--- config.mk ---
export PLATFORM = sky130hd
export DESIGN_NAME = text_buf_arbiter
export DESIGN_NICKNAME = d
export VERILOG_FILES = /design/src/rtl/text_buf_arbiter.sv
export SDC_FILE = /design/constraint.sdc
export NUM_CORES = 1
export LEC_CHECK = 0
export ABC_CLOCK_PERIOD_IN_PS = 1550
export BUFFER_PORTS_ARGS = -buffer_cell sky130_fd_sc_hd__buf_2
export CORE_MARGIN = 1
export CORE_UTILIZATION = 30
export DETAILED_ROUTE_END_ITERATION = 16
export PLACE_DENSITY = 0.54
export SLEW_MARGIN = 20
export SYNTH_ARGS = -nofsm -noshare
export SYNTH_HDL_FRONTEND = slang
export SYNTH_SLANG_ARGS = --single-unit
--- constraint.sdc ---
create_clock -name clk -period 1.55 [get_ports clk]
set_input_delay 0.155 -clock clk [delete_from_list [all_inputs] [get_ports clk]]
set_output_delay 0.155 -clock clk [all_outputs]
set_load 0.02 [all_outputs]
--- src/rtl/text_buf_arbiter.sv ---
// Arbiter/sequencer for the 256 x 8 text-overlay character buffer: display fetch,
// host write, host read and a fill-code clear engine share one single-port RAM.
module text_buf_arbiter #(
    parameter int unsigned        ADDR_W    = 8,
    parameter int unsigned        DATA_W    = 8,
    parameter logic [DATA_W-1:0]  FILL_CHAR = DATA_W'(8'h20)
) (
    input  logic              clk,
    input  logic              rst_n,
    input  logic              disp_req,
    input  logic [ADDR_W-1:0] disp_addr,
    output logic              disp_dvalid,
    output logic [DATA_W-1:0] disp_data,
    input  logic              wr_valid,
    output logic              wr_ready,
    input  logic [ADDR_W-1:0] wr_addr,
    input  logic [DATA_W-1:0] wr_data,
    input  logic              rd_valid,
    output logic              rd_ready,
    input  logic [ADDR_W-1:0] rd_addr,
    output logic              rd_rvalid,
    output logic [DATA_W-1:0] rd_rdata,
    input  logic              clr_start,
    output logic              clr_busy,
    output logic              clr_done,
    output logic              ram_en,
    output logic              ram_we,
    output logic [ADDR_W-1:0] ram_addr,
    output logic [DATA_W-1:0] ram_wdata,
    input  logic [DATA_W-1:0] ram_rdata
);

    typedef enum logic {S_IDLE, S_CLEAR} state_e;
    typedef enum logic [1:0] {TAG_NONE, TAG_DISP, TAG_HOST} tag_e;

    state_e              state_q, state_d;
    logic [ADDR_W-1:0]   clr_addr_q, clr_addr_d;
    logic                rr_q, rr_d;            // 1: read side favoured on a tie
    tag_e                tag0_q, tag0_d, tag1_q;
    logic                ram_en_q, ram_en_d, ram_we_q, ram_we_d;
    logic [ADDR_W-1:0]   ram_addr_q, ram_addr_d;
    logic [DATA_W-1:0]   ram_wdata_q, ram_wdata_d;
    logic                disp_dvalid_q, rd_rvalid_q;
    logic [DATA_W-1:0]   disp_data_q, rd_rdata_q;
    logic                clr_busy_q, clr_done_q;

    logic gnt_clr, host_ok, gnt_wr, gnt_rd, clr_last;

    // Display always wins; clear owns the remaining slots while active; hosts share IDLE.
    assign gnt_clr  = (state_q == S_CLEAR) && !disp_req;
    assign host_ok  = (state_q == S_IDLE) && !disp_req;
    assign gnt_wr   = host_ok && wr_valid && (!rd_valid || !rr_q);
    assign gnt_rd   = host_ok && rd_valid && !gnt_wr;
    assign clr_last = gnt_clr && (clr_addr_q == {ADDR_W{1'b1}});

    assign wr_ready = gnt_wr && rst_n;
    assign rd_ready = gnt_rd && rst_n;

    always_comb begin
        state_d     = state_q;
        clr_addr_d  = clr_addr_q;
        rr_d        = rr_q;
        tag0_d      = TAG_NONE;
        ram_en_d    = 1'b0;
        ram_we_d    = 1'b0;
        ram_addr_d  = ram_addr_q;
        ram_wdata_d = ram_wdata_q;

        if (disp_req) begin
            ram_en_d   = 1'b1;
            ram_addr_d = disp_addr;
            tag0_d     = TAG_DISP;
        end else if (gnt_clr) begin
            ram_en_d    = 1'b1;
            ram_we_d    = 1'b1;
            ram_addr_d  = clr_addr_q;
            ram_wdata_d = FILL_CHAR;
            clr_addr_d  = clr_addr_q + ADDR_W'(1);
        end else if (gnt_wr) begin
            ram_en_d    = 1'b1;
            ram_we_d    = 1'b1;
            ram_addr_d  = wr_addr;
            ram_wdata_d = wr_data;
            rr_d        = 1'b1;
        end else if (gnt_rd) begin
            ram_en_d   = 1'b1;
            ram_addr_d = rd_addr;
            tag0_d     = TAG_HOST;
            rr_d       = 1'b0;
        end

        unique case (state_q)
            S_IDLE:  if (clr_start) state_d = S_CLEAR;
            S_CLEAR: if (clr_last)  state_d = S_IDLE;
            default: state_d = S_IDLE;
        endcase
    end

    always_ff @(posedge clk or negedge rst_n) begin
        if (!rst_n) begin
            state_q       <= S_IDLE;
            clr_addr_q    <= '0;
            rr_q          <= 1'b0;
            tag0_q        <= TAG_NONE;
            tag1_q        <= TAG_NONE;
            ram_en_q      <= 1'b0;
            ram_we_q      <= 1'b0;
            ram_addr_q    <= '0;
            ram_wdata_q   <= '0;
            disp_dvalid_q <= 1'b0;
            disp_data_q   <= '0;
            rd_rvalid_q   <= 1'b0;
            rd_rdata_q    <= '0;
            clr_busy_q    <= 1'b0;
            clr_done_q    <= 1'b0;
        end else begin
            state_q       <= state_d;
            clr_addr_q    <= clr_addr_d;
            rr_q          <= rr_d;
            tag0_q        <= tag0_d;
            tag1_q        <= tag0_q;
            ram_en_q      <= ram_en_d;
            ram_we_q      <= ram_we_d;
            ram_addr_q    <= ram_addr_d;
            ram_wdata_q   <= ram_wdata_d;
            clr_busy_q    <= (state_d == S_CLEAR);
            clr_done_q    <= clr_last;
            // Tag in stage 2 lines up with ram_rdata of the same fetch.
            disp_dvalid_q <= (tag1_q == TAG_DISP);
            rd_rvalid_q   <= (tag1_q == TAG_HOST);
            if (tag1_q == TAG_DISP) disp_data_q <= ram_rdata;
            if (tag1_q == TAG_HOST) rd_rdata_q  <= ram_rdata;
        end
    end

    assign ram_en      = ram_en_q;
    assign ram_we      = ram_we_q;
    assign ram_addr    = ram_addr_q;
    assign ram_wdata   = ram_wdata_q;
    assign disp_dvalid = disp_dvalid_q;
    assign disp_data   = disp_data_q;
    assign rd_rvalid   = rd_rvalid_q;
    assign rd_rdata    = rd_rdata_q;
    assign clr_busy    = clr_busy_q;
    assign clr_done    = clr_done_q;

endmodule

* After elaboration in Yosys (flattened, before gate mapping)
Index checks and enable logic that the tools add are counted.
** Cells by class
- Multiplexer cells :: 22
- Reduce and logical (&&, ||, !) cells :: 20
- Bitwise gates (word level) :: 3
- Eq/ne operators :: 3
- Add/sub/neg operators :: 1
** Operators by type and width (count)
- $mux W8 :: 6
- $mux W1 :: 11
- $logic_and A1 B1 Y1 :: 9
- $add A8 B1 Y8 const B :: 1
- $eq A8 B8 Y1 const B :: 1
- $mux W2 :: 4
- $logic_not A1 Y1 :: 4
- $reduce_and A2 Y1 :: 2
- $reduce_bool A2 Y1 :: 2
- $reduce_bool A4 Y1 :: 1
- $not A1 Y1 :: 3
- $reduce_and A3 Y1 :: 1
- $eq A2 B1 Y1 const B :: 1
- $eq A2 B2 Y1 const B :: 1
- $pmux W1 S2 :: 1
- $logic_or A1 B1 Y1 :: 1
** Word-level totals
- Input bits :: 46
- Flip-flop bits (word level) :: 51
- Word-level logic and storage cells :: 63
- Output and inout port bits :: 40

* Depth between registers and ports, before layout
Gate-level depths: netlist of run 1.
- Depth in word-level cells :: 10
- Gate-level depth with buffers :: 5
- Gate-level depth less buffers :: 4

* Worst setup path after synthesis of run 1
OpenSTA, ideal clock, no wires.
- Path type :: flip-flop to output port
- Start point :: register, netlist name clr_busy
- End point :: output wr_ready
- Required time :: 1395 ps
- Data arrival time :: 1285 ps
- Buffers on the path :: 2
- Path slack :: 110 ps
- Stages on the path, launching flop included :: 5
- Cell sequence :: dfrtp_1 buf_4 nor2_2 buf_2 and3_1
** RTL lines
- end, declared :: RTL line 15 : output logic wr_ready,

* Worst setup path after layout of run 1
- Start point :: register rr_q
- End point :: output rd_ready
** On the way
- Longest elaborated chain between the ends :: 6
** RTL lines
- start, declared :: RTL line 38 : logic rr_q, rr_d;
- start signal, assigned :: RTL line 119 : rr_q <= rr_d;
- $logic_not A1 Y1 :: RTL line 52 : assign gnt_wr = host_ok && wr_valid && (!rd_valid || !rr_q);
- $logic_or A1 B1 Y1 :: RTL line 52
- $logic_and A1 B1 Y1 :: RTL line 52
- $logic_not A1 Y1 :: RTL line 53 : assign gnt_rd = host_ok && rd_valid && !gnt_wr;
- $logic_and A1 B1 Y1 :: RTL line 53
- $logic_and A1 B1 Y1 :: RTL line 57 : assign rd_ready = gnt_rd && rst_n;
- end, declared :: RTL line 19 : output logic rd_ready,
No other way between the ends.

==> impl_metrics.toml, run 1 <==
[detailed_routing]
drtIter0Drc = 47
wirelength_um = 5690
route.vias.total = 1897
drtPass1Iterations = 4
antenna_violating_nets_post_route = 0
drcViolationCount = 0
wl_per_cell_um = 14.3
routed_via_density = 4.78

[global_route]
grt_start_max_net_pins = 44
first_global_vias = 1850
initial_antenna_violation_count = 0
grt_util_all_layers = 0.147
grt_first_pass_wirelength_um = 8720
grt_overflow_total = 0

[place]
postPlaceCellArea_sq_um = 2850
preCtsSetupSlack_ns = 0.123
placement.io_buffers = 85
routabilityCongestion = 0.778
numPlacedInstances = 383
post-dp-hpwl_um = 4260

[power_and_ir_drop]
switching_share = 0.311
p_comb_frac = 0.214
powerDensity_nw_per_um2 = 1020
intPower_mw = 2.11
leakage_nw = 1.43
max-vdd-ir-drop_v = 0.000371
share_seq_of_total_power = 0.542
net-switching-power_uw = 955
clock_power_share = 0.245

[die]
die_x_um = 89.2
num_io_pins = 86
design.core.area_sq_um = 7290
die-height_um = 89.2
floorplan.initialDensity = 0.313
core.rowCount = 31
floorplan.die_area_sq_um = 7960

[cells_and_area]
area.sequential_sq_um = 1280
num_antenna_cells = 0
multi_input_area_sq_um = 922
post_layout_nonfiller_instances = 397
layout-area-overhead-vs-synth_pct = 32.1
fill_cells = 756
number_of_nets_in_the_layout = 344
mostFrequentLayoutCells = "82 x buf_2, 50 x dfrtp_1, 20 x nand3_1"
share_of_cells_above_drive_strength_1 = 0.419
leading_cell_type_in_the_layout_fill_and_taps_excluded = "buf_2"
postLayoutCellArea_sq_um = 3010

[clocking]
insertion_delay_ns = 0.30
cts_tree = "yes"
cts_inserted_buffers = 5
clk_pin_slew_worst_paths_ns = 0.09
root_buffer = "clkbuf_8"
cts.sinks = 51
cts_max_level = 2
clock_path_buffers = 2

[synth]
synth_fp_nets = 245
syn_area_sq_um = 2280
synth_seq_area_share = 0.560
synth-edff-count = 0
yosysWarnings = 0
postSynth.topFlopCell = "dfrtp_1"
syn_area_per_cell_sq_um = 11.5
yosysTopAreaCellShare = 0.560
gate_count_post_synth = 198
synthTopCellsByArea = "dfrtp_1 56%, mux2_1 6.4%, nand3_1 4.4%, nand2_1 3.0%, o21ai_1 1.8%"
postSynth.asyncResetShare = 1.00
ys_types = 43
postSynthRegisterBits = 51
synth_area_leader_cell = "dfrtp_1"

[worst_setup_path]
cp_cell_sequence = "nor2b_1, and3b_2, and2_4, buf_6"
max_stage_delay_ns = 0.41
critPathKind = "reg2out"
critical_path_arrival_ns = 1.34
worstSetupStartpointType = "flip-flop"
crit_path_end_kind = "primary output"
worstPathMaxFanout = 3
rrSetupSlack_ns = 0.09
cp_slowest_cell = "dfrtp_1"
crit_required_ns = 1.39

[sta]
drv_slew = 0
hold_viol = 0
normalized_max_slew_margin = 0.625
maximum_achievable_frequency_ghz = 0.668
worst_clock_skew_ns = 0.00798
final_worst_slack_ns = 0.0529
hold-worst-slack_ns = 0.0741
setup_viol_count_final = 0
setup_repair_after_global_routing_missed_its_margin = "yes"
final.period_utilization = 0.966
worst-slew-pin-transition_ns = 0.563
setup-tns-final_ns = 0
fin_crit_ns = 1.50

[job]
max-cap-violations = 0

[worst_hold_path]
hold_class = "in2reg"

[run_status]
outcome = "finished clean"
==> per-layer routing <==
metal	vias up	track usage	routed length (um)
met1	924	0.190	2640
met2	61	0.242	2640
met3	8	0.0379	327
li1	904	-	-
met4	0	0.0462	78
met5	-	0	0
==> cell usage after synthesis (2+ instances only) <==
cell type and n:
o21ai_1 8, nor3_1 2, nand3_1 20, buf_6 2, buf_4 3, xnor2_1 4
inv_1 3, a21o_1 5, nor4_1 5, and2b_1 3, o31a_1 2, nand2_1 18
nor2_1 10, xor2_1 3, o31ai_2 2, mux2_1 13, dfrtp_1 51, mux2_2 3
nand2b_1 3, nor2b_1 2, buf_2 6, o22ai_1 5, a31oi_1 5
==> path summary, 6_finish.rpt <==
check | from | to | cells past startpoint
max | rr_q | rd_ready | 4
min | ram_rdata[2] | rd_rdata[2] | 2
max reg2reg | rr_q | ram_wdata[2] | 5
min reg2reg | tag0_q[1] | tag1_q[1] | 0
max in group asynchronous | rst_n | clr_busy | 3
min in group asynchronous | rst_n | ram_we | 2
==> per-stage QoR <==
stage | utilization | power (mW)
2_1_floorplan | - | 2.06
3_3_place_gp | 0.390 | 2.34
3_5_place_dp | 0.390 | 2.34
4_1_cts | 0.406 | 3.11
5_1_grt | 0.413 | 3.25
6_report | 0.413 | 3.07
==> power groups by stage <==
stage / Combinational [mW] / Clock [mW] / Sequential [mW]
floorplan: 0.306 / 0 / 1.75
global placement: 0.646 / 0 / 1.69
detailed placement: 0.652 / 0 / 1.69
CTS: 0.664 / 0.784 / 1.66
global route: 0.727 / 0.843 / 1.68
finish: 0.655 / 0.750 / 1.66
==> area by class of cell <==
cell class | instances | area share
flip-flops and latches | 51 | 0.424
clock inverters | 2 | 0.00415
clock buffers | 6 | 0.0241
inverters | 4 | 0.00498
multi-input cells | 132 | 0.306
repair buffers | 103 | 0.196
well taps | 99 | 0.0411
==> flip-flops by register name, summed over array words and instances (netlist names), 2 cells and up <==
signal / flops
tag1_q: 2
disp_data: 8
rd_rdata: 8
ram_addr: 8
clr_addr_q: 8
ram_wdata: 8
tag0_q: 2
==> critical path, delay by kind of cell (launching register included) <==
kind,cells,cell delay [ns]
flops,1,0.41
simple gates,3,0.52
buf+inv,1,0.12
==> what timing repair did <==
item	4_1_cts	5_1_grt
endpoints found under the hold margin	8	0
resized for setup	1	7
pin swaps	0	1
hold buffers	1	0
setup endpoints to repair	2	12
setup buffers	3	2
==> kinds of logic after synthesis <==
| kind of cell | Yosys count | share of synthesized area |
|---|---|---|
| and+or+nand+nor | 74 | 0.180 |
| xor gates and xnor gates | 7 | 0.0269 |
| muxes | 16 | 0.0790 |
| adders and majority gates | 1 | 0.00548 |
| buffers and inverters | 15 | 0.0395 |
| DFF | 51 | 0.560 |
| AOI/OAI and AO/OA | 34 | 0.110 |
Note: power is estimated with default switching activity, not from simulation.
==> run 2, diff against run 1 <==
Settings changed: HOLD_SLACK_MARGIN set to 0.08, MAX_ROUTING_LAYER set to met4.
==> impl_metrics.toml, run 2 (synthesized netlist as in run 1, its figures left out) <==
[sta]
drv_slew = 0
setup_repair_after_global_routing_missed_its_margin = "yes"
worst_clock_skew_ns = 0.00789
setup_viol_count_final = 0
hold_viol = 0
worst-slew-pin-transition_ns = 0.549
maximum_achievable_frequency_ghz = 0.667
final_worst_slack_ns = 0.0513
final.period_utilization = 0.967
normalized_max_slew_margin = 0.634
fin_crit_ns = 1.50

[power_and_ir_drop]
total_power_mw = 3.09
powerDensity_nw_per_um2 = 990
max-vdd-ir-drop_v = 0.000370
leakage_nw = 1.48

[worst_setup_path]
critical_path_arrival_ns = 1.34
critPathKind = "reg2out"
crit_path_end_kind = "primary output"
rrSetupSlack_ns = 0.09
crit_reg_reg_startpoint = "rr_q"
worstSetupStartpointType = "flip-flop"
worstPathMaxFanout = 3
worst_r2r_endpoint = "ram_wdata[2]"
timing.critical_path.from = "rr_q"
crit_required_ns = 1.39
worstRegToRegCells = 5

[detailed_routing]
wl_per_cell_um = 14.1
antenna_violating_nets_post_route = 0
route.vias.total = 1932
wirelength_um = 5740
drtIter0Drc = 79
drtPass1Iterations = 4
drcViolationCount = 0
routed_via_density = 4.74

[place]
preCtsSetupSlack_ns = 0.123
routabilityCongestion = 0.789
postPlaceCellArea_sq_um = 2850
post-dp-hpwl_um = 4260
placement.io_buffers = 85
numPlacedInstances = 383

[clocking]
clock_path_buffers = 2
root_buffer = "clkbuf_8"
cts_max_level = 2
insertion_delay_ns = 0.30
cts_inserted_buffers = 5
clk_pin_slew_worst_paths_ns = 0.09
cts_tree = "yes"
cts.sinks = 51

[die]
design.core.area_sq_um = 7290
floorplan.die_area_sq_um = 7960
num_io_pins = 86
die-height_um = 89.2
floorplan.initialDensity = 0.313
core.rowCount = 31
die_x_um = 89.2

[cells_and_area]
layout-area-overhead-vs-synth_pct = 37.0
leading_cell_type_in_the_layout_fill_and_taps_excluded = "buf_2"
mostFrequentLayoutCells = "82 x buf_2, 50 x dfrtp_1, 20 x nand3_1"
num_antenna_cells = 0
share_of_cells_above_drive_strength_1 = 0.405
post_layout_nonfiller_instances = 408
postLayoutCellArea_sq_um = 3120
number_of_nets_in_the_layout = 355
fill_cells = 749

[job]
max-cap-violations = 0

[global_route]
first_global_vias = 1899
grt_start_max_net_pins = 44
grt_first_pass_wirelength_um = 8870
grt_overflow_total = 0
initial_antenna_violation_count = 0
grt_util_all_layers = 0.154

[worst_hold_path]
hold_class = "in2reg"
hold_path_end = "ram_wdata[4]"
worstHoldStart = "wr_data[4]"
min_path_cells = 3

[run_status]
outcome = "finished clean"
run 2: cell count changes in the layout (fill, tap and decap cells not counted):
cell           change
dlygate4sd3_1     +11
run 2: timing repair:
item                                    CTS  global route
resized for setup                         1             7
endpoints found under the hold margin    22             0
pin swaps                                 0             1
setup buffers                             3             2
endpoints found under the setup margin    2            12
hold buffers                             12             0
run 2: layer usage:
metal	wire length [um]	global-route usage	part of all wire	up-vias
met5	0	-	0	-
met4	78	0.0462	0.014	0
met3	338	0.0379	0.059	8
met2	2690	0.251	0.47	58
met1	2630	0.190	0.46	941
li1	-	-	-	925
run 2: area by class of cell:
cell class,count,area [sq um],area share
flip-flops and latches,51,1280,0.409
multi-input cells,132,922,0.295
clock inverters,2,12.5,0.00400
inverters,4,15.0,0.00481
clock buffers,6,72.6,0.0232
well taps,99,124,0.0396
repair buffers,114,701,0.224
run 2: worst max path at each step:
| stage | slack [ns] | to | cells past startpoint |
|---|---|---|---|
| floorplan | 0.11 | wr_ready | 4 |
| global placement | 0.14 | ram_wdata[0] | 3 |
| detailed placement | 0.12 | ram_addr[6] | 4 |
| CTS | 0.001 | wr_ready | 4 |
| global route | -0.01 | rd_ready | 4 |
| finish | 0.05 | rd_ready | 4 |
run 2: critical path: stages, from the launching register on:
cell and delay, ns:
dfrtp_1 0.41, nor2b_1 0.14, and3b_2 0.23, and2_4 0.15, buf_6 0.12
run 2: where the power goes:
| part | switching [mW] | internal [mW] |
|---|---|---|
| Sequential | 0.164 | 1.50 |
| Combinational | 0.361 | 0.315 |
| Clock | 0.436 | 0.316 |
| Total | 0.962 | 2.13 |
run 2: per-stage QoR:
| stage | setup TNS [ns] | util | hold slack (ns) |
|---|---|---|---|
| after floorplan | 0 | - | -0.141 |
| after global placement | 0 | 0.390 | 0.0228 |
| after detailed placement | 0 | 0.390 | 0.0190 |
| after CTS | 0 | 0.422 | 0.0821 |
| after global routing | -0.0202 | 0.428 | 0.0947 |
| final | 0 | 0.428 | 0.0864 |
